### src/rtl/uart_pkg.sv
// Shared definitions for the buffered UART receiver:
// FSM state encoding and error-flag bit positions.
package uart_pkg;

    typedef enum logic [2:0] {
        ST_IDLE   = 3'd0,
        ST_START  = 3'd1,
        ST_DATA   = 3'd2,
        ST_PARITY = 3'd3,
        ST_STOP   = 3'd4
    } rx_state_t;

    localparam int ERR_FRAMING = 0;
    localparam int ERR_PARITY  = 1;
    localparam int ERR_W       = 2;

endpackage

### src/rtl/uart_rx_fifo.sv
// Synchronous FIFO holding received frames (data + error flags).
// Pointers carry one extra wrap bit so full and empty are distinct.
module uart_rx_fifo #(
    parameter int WIDTH = 10,
    parameter int DEPTH = 4
) (
    input  logic                       clk,
    input  logic                       reset,
    input  logic                       push,
    input  logic [WIDTH-1:0]           push_data,
    input  logic                       pop,
    output logic [WIDTH-1:0]           head,
    output logic                       full,
    output logic                       empty,
    output logic [$clog2(DEPTH):0]     level
);

    localparam int AW = $clog2(DEPTH);

    logic [WIDTH-1:0] mem [DEPTH];
    logic [AW:0]      wp;
    logic [AW:0]      rp;
    logic             do_pop;
    logic             do_push;

    assign empty   = (wp == rp);
    assign level   = wp - rp;
    assign full    = (level == (AW+1)'(DEPTH));
    assign do_pop  = pop && !empty;
    assign do_push = push && (!full || do_pop);
    assign head    = mem[rp[AW-1:0]];

    // Storage and pointer update; a push into a full FIFO only
    // lands when the head is being popped in the same cycle.
    always_ff @(posedge clk or posedge reset) begin
        if (reset) begin
            wp <= '0;
            rp <= '0;
            for (int i = 0; i < DEPTH; i++) begin
                mem[i] <= '0;
            end
        end else begin
            if (do_push) begin
                mem[wp[AW-1:0]] <= push_data;
                wp              <= wp + 1'b1;
            end
            if (do_pop) begin
                rp <= rp + 1'b1;
            end
        end
    end

endmodule

### src/rtl/uart_rx_buffered.sv
// UART receiver with a small frame FIFO, overrun flag and RTS.
// Optional parity bit enabled by defining UART_RX_PARITY_EN.
module uart_rx_buffered
    import uart_pkg::*;
#(
    parameter int PAYLOAD_BITS = 8,
    parameter int STOP_BITS    = 1,
    parameter int FIFO_DEPTH   = 4,
    parameter int DIV_W        = 16
) (
    input  logic                          clk,
    input  logic                          reset,
    input  logic                          uart_rxd,
    input  logic [DIV_W-1:0]              divider,
    input  logic                          parity_odd,
    output logic                          uart_rts,
    input  logic                          uart_rx_read,
    output logic                          uart_rx_valid,
    output logic [PAYLOAD_BITS-1:0]       uart_rx_data,
    output logic [ERR_W-1:0]              uart_rx_error,
    output logic                          uart_rx_overrun,
    input  logic                          overrun_clear,
    output logic [$clog2(FIFO_DEPTH):0]   fifo_level
);

    localparam int LW = $clog2(FIFO_DEPTH) + 1;
    localparam int BW = $clog2(PAYLOAD_BITS);
    localparam int EW = PAYLOAD_BITS + ERR_W;

    rx_state_t               state;
    logic [2:0]              sync_q;
    logic                    rxd_s;
    logic                    rxd_prev;
    logic [DIV_W-1:0]        div_q;
    logic [DIV_W-1:0]        cnt;
    logic [BW-1:0]           bit_idx;
    logic                    stop_idx;
    logic [PAYLOAD_BITS-1:0] shreg;
    logic                    ferr;
    logic                    perr;
    logic                    push_q;
    logic                    mid;
    logic                    last;
    logic [ERR_W-1:0]        flags;
    logic [EW-1:0]           push_data;
    logic [EW-1:0]           head;
    logic                    full;
    logic                    empty;
    logic                    pop;

    assign rxd_s    = sync_q[1];
    assign rxd_prev = sync_q[2];
    assign mid      = (cnt == (div_q >> 1));
    assign last     = (cnt == div_q);

    // Two-flop synchroniser plus one delayed copy; a start is only
    // taken on a high-to-low transition so a held-low break line
    // after a framing error does not retrigger the receiver.
    always_ff @(posedge clk or posedge reset) begin
        if (reset) begin
            sync_q <= '1;
        end else begin
            sync_q <= {sync_q[1:0], uart_rxd};
        end
    end

    // Frame receiver FSM: mid-bit sampling against a per-frame
    // latched divider, push request raised after the last stop sample.
    always_ff @(posedge clk or posedge reset) begin
        if (reset) begin
            state    <= ST_IDLE;
            div_q    <= '0;
            cnt      <= '0;
            bit_idx  <= '0;
            stop_idx <= 1'b0;
            shreg    <= '0;
            ferr     <= 1'b0;
            push_q   <= 1'b0;
`ifdef UART_RX_PARITY_EN
            perr     <= 1'b0;
`endif
        end else begin
            push_q <= 1'b0;
            cnt    <= cnt + 1'b1;
            unique case (state)
                ST_IDLE: begin
                    cnt <= '0;
                    if (!rxd_s && rxd_prev) begin
                        state <= ST_START;
                        div_q <= divider;
                        ferr  <= 1'b0;
`ifdef UART_RX_PARITY_EN
                        perr  <= 1'b0;
`endif
                    end
                end
                ST_START: begin
                    if (mid && rxd_s) begin
                        state <= ST_IDLE;
                        cnt   <= '0;
                    end else if (last) begin
                        state   <= ST_DATA;
                        cnt     <= '0;
                        bit_idx <= '0;
                    end
                end
                ST_DATA: begin
                    if (mid) begin
                        shreg <= {rxd_s, shreg[PAYLOAD_BITS-1:1]};
                    end
                    if (last) begin
                        cnt <= '0;
                        if (bit_idx == BW'(PAYLOAD_BITS-1)) begin
                            stop_idx <= 1'b0;
`ifdef UART_RX_PARITY_EN
                            state    <= ST_PARITY;
`else
                            state    <= ST_STOP;
`endif
                        end else begin
                            bit_idx <= bit_idx + 1'b1;
                        end
                    end
                end
`ifdef UART_RX_PARITY_EN
                ST_PARITY: begin
                    if (mid) begin
                        perr <= (^shreg) ^ rxd_s ^ parity_odd;
                    end
                    if (last) begin
                        state    <= ST_STOP;
                        cnt      <= '0;
                        stop_idx <= 1'b0;
                    end
                end
`endif
                ST_STOP: begin
                    if (mid) begin
                        if (!rxd_s) begin
                            ferr <= 1'b1;
                        end
                        if (stop_idx == 1'(STOP_BITS-1)) begin
                            state  <= ST_IDLE;
                            cnt    <= '0;
                            push_q <= 1'b1;
                        end
                    end else if (last) begin
                        cnt      <= '0;
                        stop_idx <= 1'b1;
                    end
                end
                default: begin
                    state <= ST_IDLE;
                end
            endcase
        end
    end

`ifndef UART_RX_PARITY_EN
    logic unused_parity;
    assign unused_parity = parity_odd;
    assign perr          = 1'b0;
`endif

    // Pack error flags at their fixed bit positions.
    always_comb begin
        flags              = '0;
        flags[ERR_FRAMING] = ferr;
        flags[ERR_PARITY]  = perr;
    end

    assign push_data = {flags, shreg};
    assign pop       = uart_rx_read && uart_rx_valid;

    uart_rx_fifo #(
        .WIDTH (EW),
        .DEPTH (FIFO_DEPTH)
    ) u_fifo (
        .clk       (clk),
        .reset     (reset),
        .push      (push_q),
        .push_data (push_data),
        .pop       (pop),
        .head      (head),
        .full      (full),
        .empty     (empty),
        .level     (fifo_level)
    );

    assign uart_rx_valid = !empty;
    assign uart_rx_data  = head[PAYLOAD_BITS-1:0];
    assign uart_rx_error = head[EW-1:PAYLOAD_BITS];

    // Sticky overrun: a dropped frame wins over a same-cycle clear.
    always_ff @(posedge clk or posedge reset) begin
        if (reset) begin
            uart_rx_overrun <= 1'b0;
        end else if (push_q && full && !pop) begin
            uart_rx_overrun <= 1'b1;
        end else if (overrun_clear) begin
            uart_rx_overrun <= 1'b0;
        end
    end

    // Flow control: throttle the sender once one slot remains.
    always_ff @(posedge clk or posedge reset) begin
        if (reset) begin
            uart_rts <= 1'b1;
        end else begin
            uart_rts <= (fifo_level >= LW'(FIFO_DEPTH-1));
        end
    end

endmodule

### config.mk
export PLATFORM = sky130hd
export DESIGN_NAME = uart_rx_buffered
export DESIGN_NICKNAME = d
export VERILOG_FILES = /design/src/rtl/uart_pkg.sv /design/src/rtl/uart_rx_fifo.sv /design/src/rtl/uart_rx_buffered.sv
export SDC_FILE = /design/constraint.sdc
export NUM_CORES = 1
export LEC_CHECK = 0
export CAP_MARGIN = 30
export CORE_MARGIN = 5
export CORE_UTILIZATION = 48
export CTS_CLUSTER_SIZE = 10
export DETAILED_ROUTE_END_ITERATION = 8
export HOLD_SLACK_MARGIN = 0.15
export PLACE_DENSITY_LB_ADDON = 0.12
export SLEW_MARGIN = 20
export SYNTH_ARGS = -nofsm -noshare
export SYNTH_HDL_FRONTEND = slang
export SYNTH_HIERARCHICAL = 1
export SYNTH_SLANG_ARGS = --single-unit
### constraint.sdc
create_clock -name clk -period 3.33 [get_ports clk]
set_input_delay 0.8325 -clock clk [delete_from_list [all_inputs] [get_ports clk]]
set_output_delay 0.8325 -clock clk [all_outputs]
set_load 0.02 [all_outputs]
# After elaboration in Yosys (flattened, before gate mapping)
# Index checks and enable logic that the tools add are counted.
[totals]
wordCells = 110
register_bits = 100
input_bits = 22
output_inout_bits = 16
[classes]
order_cmp = 4
reduce_logical = 24
n_eq_ne = 20
bitwise_logic = 2
muxes = 38
add_sub_neg = 5
[ops]
columns = ["op", "n"]
rows = [
  ["2-to-1 mux 16 bit", 4],
  ["one-hot mux 16 bit (4 select lines)", 1],
  ["bitwise mux 40 bit", 1],
  ["2-to-1 mux 3 bit", 11],
  ["2-to-1 mux 10 bit", 3],
  ["!= test 2 bit (second input constant)", 11],
  ["binary-select mux 10 bit (select 2 bit)", 1],
  ["demux 10 bit (select 2 bit)", 1],
  ["adder 16 x 1 -> 16 bit (second input constant)", 1],
  ["equality test 16 x 15 -> 1 bit", 1],
  ["equality test 16 bit", 1],
  ["2-to-1 mux 1 bit", 12],
  ["one-hot mux 3 bit (4 select lines)", 1],
  ["AND reduction 5 bit", 2],
  ["adder 3 x 1 -> 3 bit (second input constant)", 3],
  ["equality test 3 bit (second input constant)", 3],
  ["logical AND 1 bit", 8],
  ["nonzero test 2 bit", 4],
  ["greater-or-equal comparator 3 bit (second input constant)", 2],
  ["NOT 2 -> 3 bit", 2],
  ["one-hot mux 3 bit (2 select lines)", 1],
  ["AND reduction 6 bit", 1],
  ["logical NOT 1 bit", 4],
  ["one-hot mux 1 bit (2 select lines)", 2],
  ["other kinds (11)", 12],
]

# Depth between registers and ports, before layout
# Gate-level depths: netlist of the first run.
[logic_depth]
ltp_word = 6
depth_mapped = 10

# By module
# Netlist of the first run, hierarchy kept.
[modules_own_cells]
columns = ["mod", "instances", "area_per_inst_um2", "seq_area_each_um2", "cells_per_inst"]
rows = [
  ["uart_rx_buffered", 1, 2776.4, 1356.3, 239],
  ["uart_rx_fifo", 1, 2187.1, 1151.1, 151],
]

# Worst setup path after synthesis of the first run
# OpenSTA, ideal clock, no wires.
[synth_path]
path_kind = "reg2reg"
startpoint = "reg u_fifo.rp[1]"
endpoint = "reg u_fifo/mem[20] (netlist name)"
path_stages_with_launch = 10
required_ps = 3205
path_slack_ps = 616
setup_ps = 125
synth_period_minus_slack_ps = 2714
n_path_buf = 1
t_arrival_ps = 2589
path_cell_list = "dfrtp_1 buf_1 inv_1 ha_1 and3_1 nor2b_1 inv_1 a31o_2 a21oi_4 mux2_2"
[synth_between]
elab_chain_cells = 6
[synth_lines]
columns = ["item", "line", "text"]
rows = [
  ["from (decl)", "uart_rx_fifo.sv:22", "logic [AW:0] rp;"],
  ["from (signal assigned)", "uart_rx_fifo.sv:48", "rp <= rp + 1'b1;"],
  ["equality test 3 bit", "uart_rx_fifo.sv:26", "assign empty = (wp == rp);"],
  ["named net empty", "uart_rx_buffered.sv:48", "logic empty;"],
  ["logical NOT 1 bit", "uart_rx_buffered.sv:190", "assign uart_rx_valid = !empty;"],
  ["logical AND 1 bit", "uart_rx_buffered.sv:173", "assign pop = uart_rx_read && uart_rx_valid;"],
  ["named net pop", "uart_rx_buffered.sv:49", "logic pop;"],
  ["logical AND 1 bit", "uart_rx_fifo.sv:29", "assign do_pop = pop && !empty;"],
  ["logical OR 1 bit", "uart_rx_fifo.sv:30", "assign do_push = push && (!full || do_pop);"],
  ["logical AND 1 bit", "uart_rx_fifo.sv:30", ""],
  ["to (signal, indexed assignment)", "uart_rx_fifo.sv:44", "mem[wp[AW-1:0]] <= push_data;"],
  ["to (decl)", "uart_rx_fifo.sv:20", "logic [WIDTH-1:0] mem [DEPTH];"],
]
# The timed path passes the listed nets, and every way through them passes these cells.
# A chain may end at the register's enable or synchronous reset.

# Worst setup path after layout of the first run
[layout_path]
startpoint = "reg u_fifo.wp[0]"
endpoint = "out fifo_level[1]"
[layout_between]
elab_chain_cells = 1
[layout_lines]
columns = ["item", "line", "text"]
rows = [
  ["from (decl)", "uart_rx_fifo.sv:21", "logic [AW:0] wp;"],
  ["from (signal assigned)", "uart_rx_fifo.sv:45", "wp <= wp + 1'b1;"],
  ["subtractor 3 bit", "uart_rx_fifo.sv:27", "assign level = wp - rp;"],
  ["to (decl)", "uart_rx_buffered.sv:23", "output logic [$clog2(FIFO_DEPTH):0] fifo_level"],
]
# No other way between the ends.

==> summary.md, run 1 <==
| Metric | Value |
|---|---|
| Most used flip-flop cell after synthesis | `dfrtp_1` |
| Postcts setup bufs | `0` |
| Yosys reg bits | `100` |
| Seq pwr share | `46.3%` |
| DPL Wire Length | `about 7.2 mm` |
| Clk slew on worst S/H paths | `roughly 0.090 ns` |
| Reg2reg start | `u_fifo/wp[0]` |
| Critical path's most frequent cell | `inv_1` |
| Final Non-Filler Cells | `568` |
| Crit path time final | `3.21 ns` |
| Post-DRT Antenna Nets | `0` |
| Critical path's slowest cell | `clkdlybuf4s50_1` |
| PostCTS Resize Cnt | `0` |
| Post-synthesis cell count | `just under 400` |
| Asr flop ratio synth | `100%` |
| Placed instance count | `552` |
| Yosys warns | `6` |
| Initial DRC count | `148` |
| Ant. Diodes | `0` |
| Detailed Routing Iterations Pass 1 | `4` |
| CP startpoint kind | `flop` |
| Clock power share | `20.2%` |
| Final Wtd Congestion | `~0.81` |
| FMAX | `312 MHz` |
| Number of remaining DRC errors | `0` |
| Syn avg cell area | `12.7 um2` |
| Outcome | `completed` |
| Fin Clk Skew | `0.0123 ns` |
| Worst-margin pin slew | `0.786 ns` |
| CP max FO | `4` |
| Global-route wire length before repair | `17.5 mm` |
| Nets | `460` |
| Most frequent cells after synthesis | `dfrtp_1, mux2_2, xnor2_1, o2bb2ai_1, nand2_1` |
| Crit path DAT | `2.37 ns` |
| Critical-path cell list | `inv_1, ha_1, fa_1, inv_1, clkdlybuf4s50_1` |
| DR vias | `around 3,200` |
| Post-Route WL | `10.2 mm` |
| Largest stage delay, worst path | `~0.62 ns` |
| P&R area growth vs syn | `13.6%` |
| Min-Delay Path Class | `reg -> reg` |
| Crit share post-route | `96.3%` |
| Layout cells sized above 1 | `20.6%` |
| Wire length per cell | `17.9 um` |
| Switching Power | `1.19 mW` |
| Post-synthesis sequential area ratio | `around half` |
| I/O pin total | `38` |
| Synth cell types | `58` |
| Most common cell in the netlist | `dfrtp_1` |
| Vias in the first global route | `3,390` |
| Slew headroom | `47.3%` |
| Combinational Power Share | `33.5%` |
| Fin. max-slew vios | `0` |
| Pint | `2.23 mW` |
| Die Y | `112 um` |
| Setup repair after global routing missed its margin | `false` |
| DIE AREA | `between 10,000 and 15,000 um2` |
| Largest net degree at the start of global routing | `53` |
| Finish-stage setup viols | `0` |
| Total global routing track utilization | `17.4%` |
| Clock tree sinks | `100` |
| CTS buffer count | `9` |
| Number of antenna violations at the first check in global routing | `0` |
| Clock Latency Late Sink | `0.36 ns` |
| Final Hold Fails | `0` |
| Post-synth EDFFs | `0` |
| Critical path endpoint category | `output pin` |
| Final TNS setup | `0 ns` |
| Sw frac | `34.9%` |
| Hold Startpoint | `sync_q[0]` |
| CTS Hold Bufs | `0` |
| Avg Vias per Cell | `5.57` |
| Bufs on Longest Clock Path | `2` |
| Area share of the largest cell type after synthesis | `between 40% and 50%` |
| Crit. Startpoint | `u_fifo/wp[0]` |
| Die X | `112 um` |
| CTS H-tree depth | `3` |
| Core ar. | `slightly above 10,000 um2` |
| Port bufs | `36` |
| Leakage power | `2.42 nW` |
| Synth top area cells | `dfrtp_1, mux2_2, xnor2_1` |
| Root buffer cell | `clkbuf_8` |
| Synthesized area | `4960 um2` |
| CP Data Required Time | `2.50 ns` |
| Starting density of the core | `48.7%` |
| Synth area leader | `dfrtp_1` |
| CTS tree | `yes` |
| Crit path kind | `reg -> out` |
| Placement Rows | `37` |
| GRT overflow | `0` |
| PwrDens | `606 nW/um2` |
| Max_cap viols | `0` |
| VDD IR max | `between 0.0003 and 0.0004 V` |
[kinds of logic after synthesis]
family / after synthesis / share of synthesized area [%]
muxes: 45 / 12.5
AOI/OAI and AO/OA: 77 / 12.5
DFF: 100 / 50.5
adders and majority gates: 11 / 2.92
and+or+nand+nor: 72 / 8.87
xor gates and xnor gates: 52 / 9.50
buffers and inverters: 32 / 3.13
other: 1 / 0.0756
[metal layers]
| metal | vias to the layer above | routed length [um] | GRT usage [%] |
|---|---|---|---|
| li1 | 1497 | - | - |
| met2 | 54 | 5270 | 30.7 |
| met1 | 1608 | 4490 | 21.5 |
| met3 | 6 | 353 | 4.18 |
| met5 | - | 0 | 0 |
| met4 | 0 | 74 | 4.87 |
[layout make-up]
class	instances	area (um2)
Inverter	13	51.3
Timing Repair Buffer	44	423
Fill cell	899	4540
Multi-Input combinational cell	259	2320
Sequential cell	100	2510
Clock inverter	2	12.5
Tap cell	136	170
Clock buffer	14	153
[through the flow]
stage,power [mW],setup slack [ns],hold WS (ns),area (um2),utilization (%)
2_1_floorplan,2.44,0.616,0.345,4970,-
3_3_place_gp,2.74,0.481,0.346,5470,53.7
3_5_place_dp,2.78,0.451,0.353,5470,53.7
4_1_cts,3.47,0.0388,0.367,5640,55.4
5_1_grt,3.63,0.0187,0.369,5640,55.4
6_report,3.42,0.124,0.363,5640,55.4
[cell usage in the layout, fill, tap and decap left out, types with 3 or more instances in the layout]
cell / instances
mux4_2: 10
ha_1: 10
xnor2_1: 29
xor2_1: 22
o21ai_0: 5
dfstp_2: 4
clkbuf_8: 10
nand2_1: 23
mux2_2: 32
nand4_1: 7
and4_1: 3
nor3_1: 4
clkbuf_1: 4
o2bb2ai_1: 27
nor4_2: 3
nand3_1: 5
buf_4: 8
and3_1: 5
inv_1: 10
o21ai_2: 4
dfrtp_1: 96
clkdlybuf4s50_1: 35
a31oi_1: 17
a22o_1: 4
mux2_1: 3
a21o_1: 3
nor2_1: 7
[worst max-delay path: cells and delay by family, from the launching register on]
kind,cells,cell delay [ns]
buffers and inverters,3,0.83
adder cells (fa/ha/maj),2,0.76
flip-flops,1,0.42
[power by group through the flow]
stage	Combinational [mW]	Clock, mW	Sequential (mW)
after global routing	1.25	0.762	1.61
final	1.15	0.691	1.58
after CTS	1.16	0.719	1.59
after global placement	1.14	0	1.60
after detailed placement	1.16	0	1.61
after floorplan	0.894	0	1.54
[flip-flops by register name (all words and copies together) (netlist names)]
| register | flops |
|---|---|
| div_q | 16 |
| stop_idx | 1 |
| u_fifo/mem | 40 |
| shreg | 8 |
| bit_idx | 3 |
| uart_rts | 1 |
| u_fifo/wp | 3 |
| u_fifo/rp | 3 |
| push_q | 1 |
| uart_rx_overrun | 1 |
| sync_q | 3 |
| ferr | 1 |
| cnt | 16 |
| state | 3 |
[final timing paths]
path | end | cells after the start | slack [ns]
worst max-delay path | fifo_level[1] | 5 | 0.12
worst min-delay path | sync_q[1] | 0 | 0.36
worst max register to register | u_fifo/mem[29] | 8 | 0.74
worst min register to register | sync_q[1] | 0 | 0.36
max in group asynchronous | u_fifo/mem[31] | 3 | 1.80
min in group asynchronous | uart_rx_overrun | 2 | 0.67
No activity file was read; power rests on OpenSTA's default activity.
==> inputs of run 2 (changes only) <==
REMOVE_ABC_BUFFERS = 1   (was not set)
==> summary.md, run 2 (synthesis gave the netlist of run 1 again) <==
| Metric | Value |
|---|---|
| Largest net degree at the start of global routing | `47 (-11%)` |
| Critical path endpoint category | `output pin` |
| CTS buffer count | `9 (unchanged)` |
| Number of antenna violations at the first check in global routing | `0 (unchanged)` |
| Crit path max-delay family | `buffers and inverters` |
| Pint | `2.29 mW (+2.9%)` |
| Outcome | `completed` |
| Bufs on Longest Clock Path | `2 (unchanged)` |
| Critical path's most frequent cell | `inv_1` |
| Commonest non-fill, non-tap cell in the layout | `dfrtp_1` |
| Critical-path cell list | `inv_1, ha_1, fa_1, inv_1, clkdlybuf4s50_1` |
| Die X | `112 um (unchanged)` |
| Final Wtd Congestion | `0.768 (-4.8%)` |
| Ant. Diodes | `0 (unchanged)` |
| CTS tree | `yes` |
| Clk slew on worst S/H paths | `0.09 ns (about the same)` |
| CP Data Required Time | `2.50 ns (about the same)` |
| Wire length per cell | `17.2 um (-4.2%)` |
| Max reg flops | `40 (unchanged)` |
| Port bufs | `36 (unchanged)` |
| GRT overflow | `0 (unchanged)` |
| Global-route wire length before repair | `16.4 mm (-6.5%)` |
| CTS H-tree depth | `3 (unchanged)` |
| CP startpoint kind | `flop` |
| Clock Latency Late Sink | `0.36 ns (about the same)` |
| Final TNS setup | `0 ns (unchanged)` |
| PwrDens | `619 nW/um2 (+2.0%)` |
| Starting density of the core | `48.7% (unchanged)` |
| Crit path DAT | `2.35 ns (-0.02 ns)` |
| Crit path kind | `reg -> out` |
| Min-Delay Path Class | `reg -> reg` |
| Top reg by flops | `u_fifo/mem` |
| DPL Wire Length | `6.96 mm (-3.6%)` |
| CTS Hold Bufs | `0 (unchanged)` |
| Fin Clk Skew | `0.00959 ns (-0.00271 ns)` |
| Final Non-Filler Cells | `568 (unchanged)` |
| Fin. max-slew vios | `0 (unchanged)` |
| Clock tree sinks | `100 (unchanged)` |
| Critical path's slowest cell | `clkdlybuf4s50_1` |
| I/O pin total | `38 (unchanged)` |
| Post-Route WL | `9.77 mm (-4.2%)` |
| Leakage power | `2.44 nW (+0.77%)` |
| Combinational Power Share | `32.1% (-1.4 points)` |
| VDD IR max | `0.000439 V (+21%)` |
| Sw frac | `34.7% (-0.16 points)` |
| Seq pwr share | `45.0% (-1.3 points)` |
| DIE AREA | `12,500 um2 (unchanged)` |
| Die Y | `112 um (unchanged)` |
| Root buffer cell | `clkbuf_8` |
| DR vias | `3,116 (-1.5%)` |
| P&R area growth vs syn | `14.4%` |
| Final Hold Fails | `0 (unchanged)` |
| Total power draw | `3.51 mW (+2.7%)` |
| Placed instance count | `552 (unchanged)` |
| FMAX | `314 MHz (+0.64%)` |
| Finish-stage setup viols | `0 (unchanged)` |
| Post-DRT Antenna Nets | `0 (unchanged)` |
| Vias in the first global route | `3,259 (-3.9%)` |
| Worst hold slack | `0.361 ns (-0.00140 ns)` |
| Initial DRC count | `90 (-39%)` |
| Largest stage delay, worst path | `0.60 ns (-0.02 ns)` |
| Switching Power | `1.22 mW (+2.2%)` |
| Slew headroom | `58.2% (+11 points)` |
| Most frequent cells in the layout | `dfrtp_1, clkdlybuf4s50_1, mux2_2` |
| Top flop regs | `u_fifo/mem x40, cnt x16, div_q x16` |
| Number of remaining DRC errors | `0 (unchanged)` |
| Layout cells sized above 1 | `21.3% (+0.69 points)` |
| Avg Vias per Cell | `5.49 (-1.5%)` |
| Detailed Routing Iterations Pass 1 | `4 (unchanged)` |
| Placement Rows | `37 (unchanged)` |
| Worst path bufs/invs | `3 (unchanged)` |
| Setup repair after global routing missed its margin | `false` |
| Total global routing track utilization | `16.3% (-1.2 points)` |
| Crit path time final | `3.19 ns (-0.0205 ns)` |
| CP max FO | `4 (unchanged)` |
| Clock power share | `22.8% (+2.6 points)` |
| Core ar. | `10,200 um2 (unchanged)` |
| Nets | `460 (unchanged)` |
| Worst-margin pin slew | `0.625 ns (-0.161 ns)` |
| Core Util, Final | `55.7% (+0.36 points)` |
| Crit share post-route | `95.7% (-0.62 points)` |
| Max_cap viols | `0 (unchanged)` |
==> run 2: layout make-up <==
cell class / instances / area, um2
multi-input cells: 259 / 2320
clock buffers: 9 / 124
well taps: 136 / 170
repair buffers: 44 / 423
clock inverters: 7 / 81.3
fillers: 901 / 4510
flip-flops and latches: 100 / 2510
inverters: 13 / 51.3
==> run 2: metrics by stage <==
stage	setup WS, ns	instance area (um2)
4_1_cts	0.0272	5670
6_report	0.145	5680
2_1_floorplan	0.486	4860
3_3_place_gp	0.486	5460
5_1_grt	0.0173	5680
3_5_place_dp	0.442	5470
==> run 2: power groups by stage <==
stage / Clock [mW] / Sequential [mW] / Combinational [mW]
detailed placement: 0 / 1.61 / 1.16
global route: 0.880 / 1.61 / 1.24
finish: 0.802 / 1.58 / 1.13
CTS: 0.835 / 1.59 / 1.16
global placement: 0 / 1.60 / 1.14
floorplan: 0 / 1.60 / 0.816
==> run 2: path summary, 6_finish.rpt <==
path	slack, ns	start	end	depth (start not counted)
worst max-delay path	0.14	u_fifo/wp[0]	fifo_level[1]	5
worst min-delay path	0.36	sync_q[0]	sync_q[1]	0
worst max register to register	0.77	u_fifo/wp[0]	u_fifo/mem[28]	8
worst min register to register	0.36	sync_q[0]	sync_q[1]	0
max in group asynchronous	1.74	reset	sync_q[2]	3
min in group asynchronous	0.89	reset	uart_rx_overrun	2
==> run 2: metal layers <==
metal	wire (um)	global-route usage, %
met5	0	0
met4	106	3.89
met3	228	3.91
met2	5000	28.0
met1	4430	20.9
==> run 2: what timing repair did <==
item	CTS	global route
setup endpoints to repair	0	1
hold endpoints to repair	0	0
setup buffers	0	0
resized for setup	0	1
